File: src/rtl/mul_seq_ctrl_if.sv
// Request/response bundle between the Execute stage and the multiply sequencer.
interface mul_seq_ctrl_if #(
  parameter int WIDTH = 32
);
  logic             start;
  logic [1:0]       op;
  logic [WIDTH-1:0] srca;
  logic [WIDTH-1:0] srcb;
  logic [WIDTH-1:0] srcc;
  logic             flush;
  logic             busy;
  logic             stall;
  logic             done;
  logic [WIDTH-1:0] result;
  logic [1:0]       flags;

  // Pipeline side issues requests and observes completion.
  modport master (
    output start, op, srca, srcb, srcc, flush,
    input  busy, stall, done, result, flags
  );

  // Sequencer side.
  modport slave (
    input  start, op, srca, srcb, srcc, flush,
    output busy, stall, done, result, flags
  );
endinterface

File: src/rtl/mul_seq_ctrl.sv
// Iterative MUL/MLA/MLS sequencer: shift-add over RADIX_BITS multiplier bits
// per cycle, then one accumulate cycle, then a one-cycle done pulse.
module mul_seq_ctrl #(
  parameter int WIDTH      = 32,
  parameter int RADIX_BITS = 2
) (
  input logic           clk,
  input logic           reset,
  mul_seq_ctrl_if.slave bus
);

  localparam int N     = WIDTH / RADIX_BITS;
  localparam int CNT_W = $clog2(N + 1);

  typedef enum logic [1:0] {
    IDLE  = 2'd0,
    CALC  = 2'd1,
    ACCUM = 2'd2,
    DONE  = 2'd3
  } state_e;

  state_e           state_q;
  logic [CNT_W-1:0] cnt_q;
  logic [WIDTH-1:0] mcand_q;
  logic [WIDTH-1:0] mplier_q;
  logic [WIDTH-1:0] srcc_q;
  logic [1:0]       op_q;
  logic [WIDTH-1:0] prod_q;
  logic [WIDTH-1:0] result_q;
  logic [1:0]       flags_q;
  logic             done_q;

  logic [WIDTH-1:0] term_w;
  logic [WIDTH-1:0] final_w;

  // Partial product for this step and the accumulate/subtract result.
  always_comb begin
    // NOTE: every always_comb output gets a default first so no path can infer a latch.
    term_w  = mcand_q * WIDTH'(mplier_q[RADIX_BITS-1:0]);
    final_w = prod_q;
    case (op_q)
      2'b01:   final_w = srcc_q + prod_q;
      2'b10:   final_w = srcc_q - prod_q;
      default: final_w = prod_q;
    endcase
  end

  // Sequencer FSM with its datapath registers and registered outputs.
  always_ff @(posedge clk) begin
    // NOTE: sequential state uses non-blocking assignments so every register samples pre-edge values.
    if (!reset) begin
      state_q  <= IDLE;
      cnt_q    <= '0;
      mcand_q  <= '0;
      mplier_q <= '0;
      srcc_q   <= '0;
      op_q     <= '0;
      prod_q   <= '0;
      result_q <= '0;
      flags_q  <= '0;
      done_q   <= 1'b0;
    end else begin
      done_q <= 1'b0;
      if (bus.flush) begin
        // Abort discards the operation; result/flags keep their last value.
        state_q <= IDLE;
      end else begin
        case (state_q)
          IDLE: begin
            if (bus.start) begin
              mcand_q  <= bus.srca;
              mplier_q <= bus.srcb;
              srcc_q   <= bus.srcc;
              op_q     <= bus.op;
              prod_q   <= '0;
              cnt_q    <= CNT_W'(N);
              state_q  <= CALC;
            end
          end
          CALC: begin
            prod_q   <= prod_q + term_w;
            mcand_q  <= mcand_q << RADIX_BITS;
            mplier_q <= mplier_q >> RADIX_BITS;
            cnt_q    <= cnt_q - CNT_W'(1);
            if (cnt_q == CNT_W'(1)) state_q <= ACCUM;
          end
          ACCUM: begin
            result_q <= final_w;
            flags_q  <= {final_w[WIDTH-1], (final_w == '0)};
            done_q   <= 1'b1;
            state_q  <= DONE;
          end
          default: begin
            // DONE: start is deliberately ignored here.
            state_q <= IDLE;
          end
        endcase
      end
    end
  end

  assign bus.busy   = (state_q == CALC) || (state_q == ACCUM);
  assign bus.stall  = ((state_q == IDLE) && bus.start && !bus.flush) || bus.busy;
  assign bus.done   = done_q;
  assign bus.result = result_q;
  assign bus.flags  = flags_q;

endmodule

File: src/flat_wrapper.sv
// flat-port wrapper written by rule: the top's interface ports become plain ports
module mul_seq_ctrl_flat 
#(
  parameter int WIDTH      = 32,
  parameter int RADIX_BITS = 2
)
  (clk, reset, bus_start, bus_op, bus_srca, bus_srcb, bus_srcc, bus_flush, bus_busy, bus_stall, bus_done, bus_result, bus_flags);
  mul_seq_ctrl_if #(.WIDTH(WIDTH)) bus_i ();
  input logic clk;
  input logic reset;
  input wire logic [$bits(bus_i.start)-1:0] bus_start;
  input wire logic [$bits(bus_i.op)-1:0] bus_op;
  input wire logic [$bits(bus_i.srca)-1:0] bus_srca;
  input wire logic [$bits(bus_i.srcb)-1:0] bus_srcb;
  input wire logic [$bits(bus_i.srcc)-1:0] bus_srcc;
  input wire logic [$bits(bus_i.flush)-1:0] bus_flush;
  output wire logic [$bits(bus_i.busy)-1:0] bus_busy;
  output wire logic [$bits(bus_i.stall)-1:0] bus_stall;
  output wire logic [$bits(bus_i.done)-1:0] bus_done;
  output wire logic [$bits(bus_i.result)-1:0] bus_result;
  output wire logic [$bits(bus_i.flags)-1:0] bus_flags;
  assign bus_i.start = bus_start;
  assign bus_i.op = bus_op;
  assign bus_i.srca = bus_srca;
  assign bus_i.srcb = bus_srcb;
  assign bus_i.srcc = bus_srcc;
  assign bus_i.flush = bus_flush;
  assign bus_busy = bus_i.busy;
  assign bus_stall = bus_i.stall;
  assign bus_done = bus_i.done;
  assign bus_result = bus_i.result;
  assign bus_flags = bus_i.flags;
  mul_seq_ctrl #(.WIDTH(WIDTH), .RADIX_BITS(RADIX_BITS)) u_core (.clk(clk), .reset(reset), .bus(bus_i));
endmodule
File: config.mk
export PLATFORM = sky130hd
export DESIGN_NAME = mul_seq_ctrl_flat
export DESIGN_NICKNAME = d
export VERILOG_FILES = /design/src/rtl/mul_seq_ctrl_if.sv /design/src/rtl/mul_seq_ctrl.sv /design/src/flat_wrapper.sv
export SDC_FILE = /design/constraint.sdc
export NUM_CORES = 1
export LEC_CHECK = 0
export CAP_MARGIN = 15
export CELL_PAD_IN_SITES_DETAIL_PLACEMENT = 0
export CELL_PAD_IN_SITES_GLOBAL_PLACEMENT = 2
export CORE_UTILIZATION = 35
export CTS_BUF_LIST = sky130_fd_sc_hd__clkbuf_16
export CTS_CLUSTER_SIZE = 8
export DETAILED_ROUTE_END_ITERATION = 10
export PLACE_DENSITY_LB_ADDON = 0.15
export REMOVE_ABC_BUFFERS = 1
export SLEW_MARGIN = 20
export SYNTH_ARGS = -nofsm -noshare
export SYNTH_HDL_FRONTEND = slang
export SYNTH_SLANG_ARGS = --single-unit
export TNS_END_PERCENT = 100
File: constraint.sdc
create_clock -name clk -period 6.4 [get_ports clk]
set_clock_uncertainty 0.05 [all_clocks]
set_input_delay 1.92 -clock clk [delete_from_list [all_inputs] [get_ports clk]]
set_output_delay 1.92 -clock clk [all_outputs]
set_load 0.03 [all_outputs]
==> flow_metrics.env <==
export IMPL_status="finished, final reports clean"
export IMPL_grt_start_max_net_pins=73
export IMPL_grt_pass1_wl_mm=56.6
export IMPL_synthCells=1580
export IMPL_fin_crit_sh_pct=85.1
export IMPL_hold_viol=0
export IMPL_area_growth_pct=19.0
export IMPL_cp_start_kind="input pin"
export IMPL_first_pass_iters=5
export IMPL_io_pins=139
export IMPL_gr_usage_all_layers_pct=19.8
export IMPL_crit_required_ns=4.43
export IMPL_finalMaxSlewViolations=0
export IMPL_synth_avg_cell_area_sq_um=7.77
export IMPL_hold_worst_slack_ns=0.404
export IMPL_n_antenna_cell=0
export IMPL_switching_share_pct=32.7
export IMPL_cts_setup_buffers=0
export IMPL_antenna_found_initial=0
export IMPL_final_common_cell="nand2_1"
export IMPL_worst_pin_slew_ns=1.05
export IMPL_r2r_end="u_core.bus.flags[1]$_SDFFE_PN0P_"
export IMPL_synth_simple_gate_area_share_pct=20.7
export IMPL_gp_congestion=0.853
export IMPL_most_common_layout_cells="nand2_1, nor2_1, dfxtp_1, clkdlybuf4s50_1, inv_1"
export IMPL_relSlewSlack_pct=29.9
export IMPL_drc_errors=0
export IMPL_cts_resized=0
export IMPL_cts_buffers=17
export IMPL_synth_top_family_by_area="compound AO/OA/AOI/OAI gates"
export IMPL_peakVddDrop_uv=203
export IMPL_ys_ff_latch=171
export IMPL_ys_seq_area_share_pct=27.9
export IMPL_drive_gt1_share_pct=4.66
export IMPL_root_buffer="clkbuf_16"
export IMPL_start_util_pct=35.6
export IMPL_combPwrFrac_pct=24.4
export IMPL_synth_warnings=0
export IMPL_cp_cell_sequence="clkdlybuf4s50_1 > nand3b_1 > nand2b_1 > clkdlybuf4s50_1"
export IMPL_min_path_cells=2
export IMPL_rrSetupSlack_ns=1.73
export IMPL_crit_arrival_ns=3.48
export IMPL_switchingPower_mw=0.953
export IMPL_power_leakage_nw=5.79
export IMPL_pwr_share_clk_pct=35.9
export IMPL_synth_compound_area_share_pct=22.1
export IMPL_maxCapViolCount=0
export IMPL_seqPwrFrac_pct=39.7
export IMPL_synthAdderAreaFrac_pct=12.3
export IMPL_clock_sinks=171
export IMPL_core_sq_um=34500
export IMPL_power_density_nw_per_um2=200
export IMPL_ctsHoldBuffers=0
export IMPL_synth_edf_count=0
export IMPL_hp_start="u_core.bus.result[1]$_SDFFE_PN0P_"
export IMPL_hold_class="flip-flop to flip-flop"
export IMPL_synth_mux_area_share_pct=5.83
export IMPL_wl_per_cell_microns=16.1
export IMPL_die_y_microns=189
export IMPL_synth_cell_types=79
export IMPL_setup_slack_ns=0.952
export IMPL_die_w_microns=189
export IMPL_htreeDepth=4
export IMPL_worstSetupPathType="input pin to primary output"
export IMPL_cts_max_path_buffers=2
export IMPL_drtAntennaViolNets=0
export IMPL_n_fill_cell=3648
export IMPL_wirelength_mm=34.3
export IMPL_drt_iter0_drc=513
export IMPL_clkLatencyLatePin_ns=0.46
export IMPL_io_buffers=138
export IMPL_whs_endpoint="u_core.bus.result[1]$_SDFFE_PN0P_"
export IMPL_async_reset_ff_share_pct=0
export IMPL_path_common_cell="clkdlybuf4s50_1"
export IMPL_overflow=0
export IMPL_r2r_cells=19
export IMPL_synth_xor_area_share_pct=4.42
export IMPL_via_per_inst=5.14
export IMPL_mappedNetlistArea_sq_um=12300
export IMPL_place_hpwl_mm=25.8
export IMPL_fin_nets=1866
export IMPL_p_int_mw=1.96
export IMPL_fmax_mhz=184
export IMPL_cp_max_fo=7
export IMPL_route_vias_total=11000
export IMPL_fin_crit_ns=5.45
export IMPL_dp_slack_ns=0.952
export IMPL_reg2reg_from="u_core.prod_q[2]$_SDFFE_PN0P_"
export IMPL_path_delay_family="buffers and inverters"
export IMPL_setup_tns_ns=0
export IMPL_cp_slowest_stage_delay_ns=0.66
export IMPL_fp_dieArea_sq_um=35800
export IMPL_cp_end_kind="primary output"
export IMPL_slowest_stage="clkdlybuf4s50_1"
export IMPL_grt_pass1_vias=10500
export IMPL_power_mw=2.92
export IMPL_path_buf_inv=2
export IMPL_clk_pin_slew_ns=0.07
export IMPL_synthFlopType="dfxtp_1"
export IMPL_rows=68
export IMPL_tritoncts="yes"
export IMPL_rsz0062_at_grt="false"
export IMPL_final_setup_viol_count=0
==> per-stage QoR <==
step	util (%)	area [sq um]	cells
floorplan	-	11900	1487
finish	42.3	14600	2130
global route	42.3	14600	2130
CTS	42.3	14600	2130
global placement	40.7	14000	2098
detailed placement	40.7	14000	2098
==> sequential cells by signal (all words and copies together) (netlist names) <==
signal	flops
u_core.mplier_q	32
u_core.state_q	2
u_core.op_q	2
u_core.prod_q	32
u_core.cnt_q	5
u_core.bus.flags	2
u_core.bus.result	31
u_core.bus.done	1
u_core.mcand_q	32
u_core.srcc_q	32
==> how the worst max path moves through the flow <==
stage | end | depth (start not counted) | slack [ns] | startpoint
2_1_floorplan | u_core.cnt_q[4]$_SDFFE_PN0P_ | 9 | 0.20 | u_core.state_q[1]$_SDFFE_PP0P_
3_3_place_gp | bus_stall | 4 | 0.97 | bus_flush
3_5_place_dp | bus_stall | 4 | 0.95 | bus_flush
4_1_cts | bus_stall | 4 | 0.94 | bus_flush
5_1_grt | bus_stall | 4 | 0.89 | bus_flush
6_report | bus_stall | 4 | 0.95 | bus_flush
==> Yosys cell counts (16+ instances only) <==
cell | instances | area, sq um
nand2_1 | 208 | 781
nor2_1 | 187 | 702
dfxtp_1 | 171 | 3420
inv_1 | 120 | 450
a21oi_1 | 110 | 551
a211oi_1 | 84 | 631
clkbuf_1 | 71 | 267
ha_1 | 70 | 876
mux2i_1 | 67 | 671
xnor2_1 | 53 | 464
o21ai_0 | 36 | 180
nor3_1 | 33 | 165
fa_1 | 32 | 641
a21o_1 | 26 | 195
nand3_1 | 25 | 125
a22oi_1 | 22 | 165
a31oi_1 | 18 | 113
nand4_1 | 16 | 100
==> final cells by class <==
type / instances / area (sq um) / share of cell area [%]
inverters: 122 / 460 / 3.15
flip-flops and latches: 171 / 3420 / 23.4
multi-input cells: 1194 / 8070 / 55.2
clock inverters: 15 / 140 / 0.959
well taps: 455 / 569 / 3.90
clock buffers: 17 / 425 / 2.91
repair buffers: 156 / 1530 / 10.5
==> power groups by stage <==
stage	clock network, mW	registers [mW]	logic (mW)
after floorplan	0	1.18	0.497
after global routing	1.12	1.17	0.796
after CTS	1.08	1.16	0.716
after global placement	0	1.18	0.710
final	1.05	1.16	0.713
after detailed placement	0	1.18	0.713
==> worst reg2reg max path, stage by stage, from the launching register on <==
cell	delay (ns)
dfxtp_1	0.36
nor4_2	0.48
and2_1	0.28
and3_1	0.23
inv_1	0.05
nor2_1	0.17
nand2_1	0.12
nor2_1	0.26
a31oi_1	0.14
xnor2_1	0.16
ha_1	0.40
a21o_1	0.20
a21o_1	0.16
a21oi_1	0.28
o21ai_0	0.17
a21oi_1	0.16
inv_1	0.06
or3_1	0.38
a21o_1	0.21
a311oi_2	0.24
==> logic make-up (layout without fill, tap and decap cells) <==
kind of cell               Yosys count  count (layout)
and+or+nand+nor                    564             564
adders and majority gates          102             102
AOI/OAI and AO/OA                  395             395
DFF                                171             171
buffers and inverters              215             310
muxes                               71              71
xor gates and xnor gates            62              62
==> routing by layer <==
| metal | vias to the layer above | track usage (%) | wire length, microns |
|---|---|---|---|
| li1 | 5718 | - | - |
| met1 | 5049 | 29.4 | 18600 |
| met2 | 168 | 29.3 | 14100 |
| met3 | 22 | 3.45 | 1230 |
| met4 | 0 | 4.56 | 348 |
| met5 | - | 0 | 0 |
No activity file was read; power rests on OpenSTA's default activity.
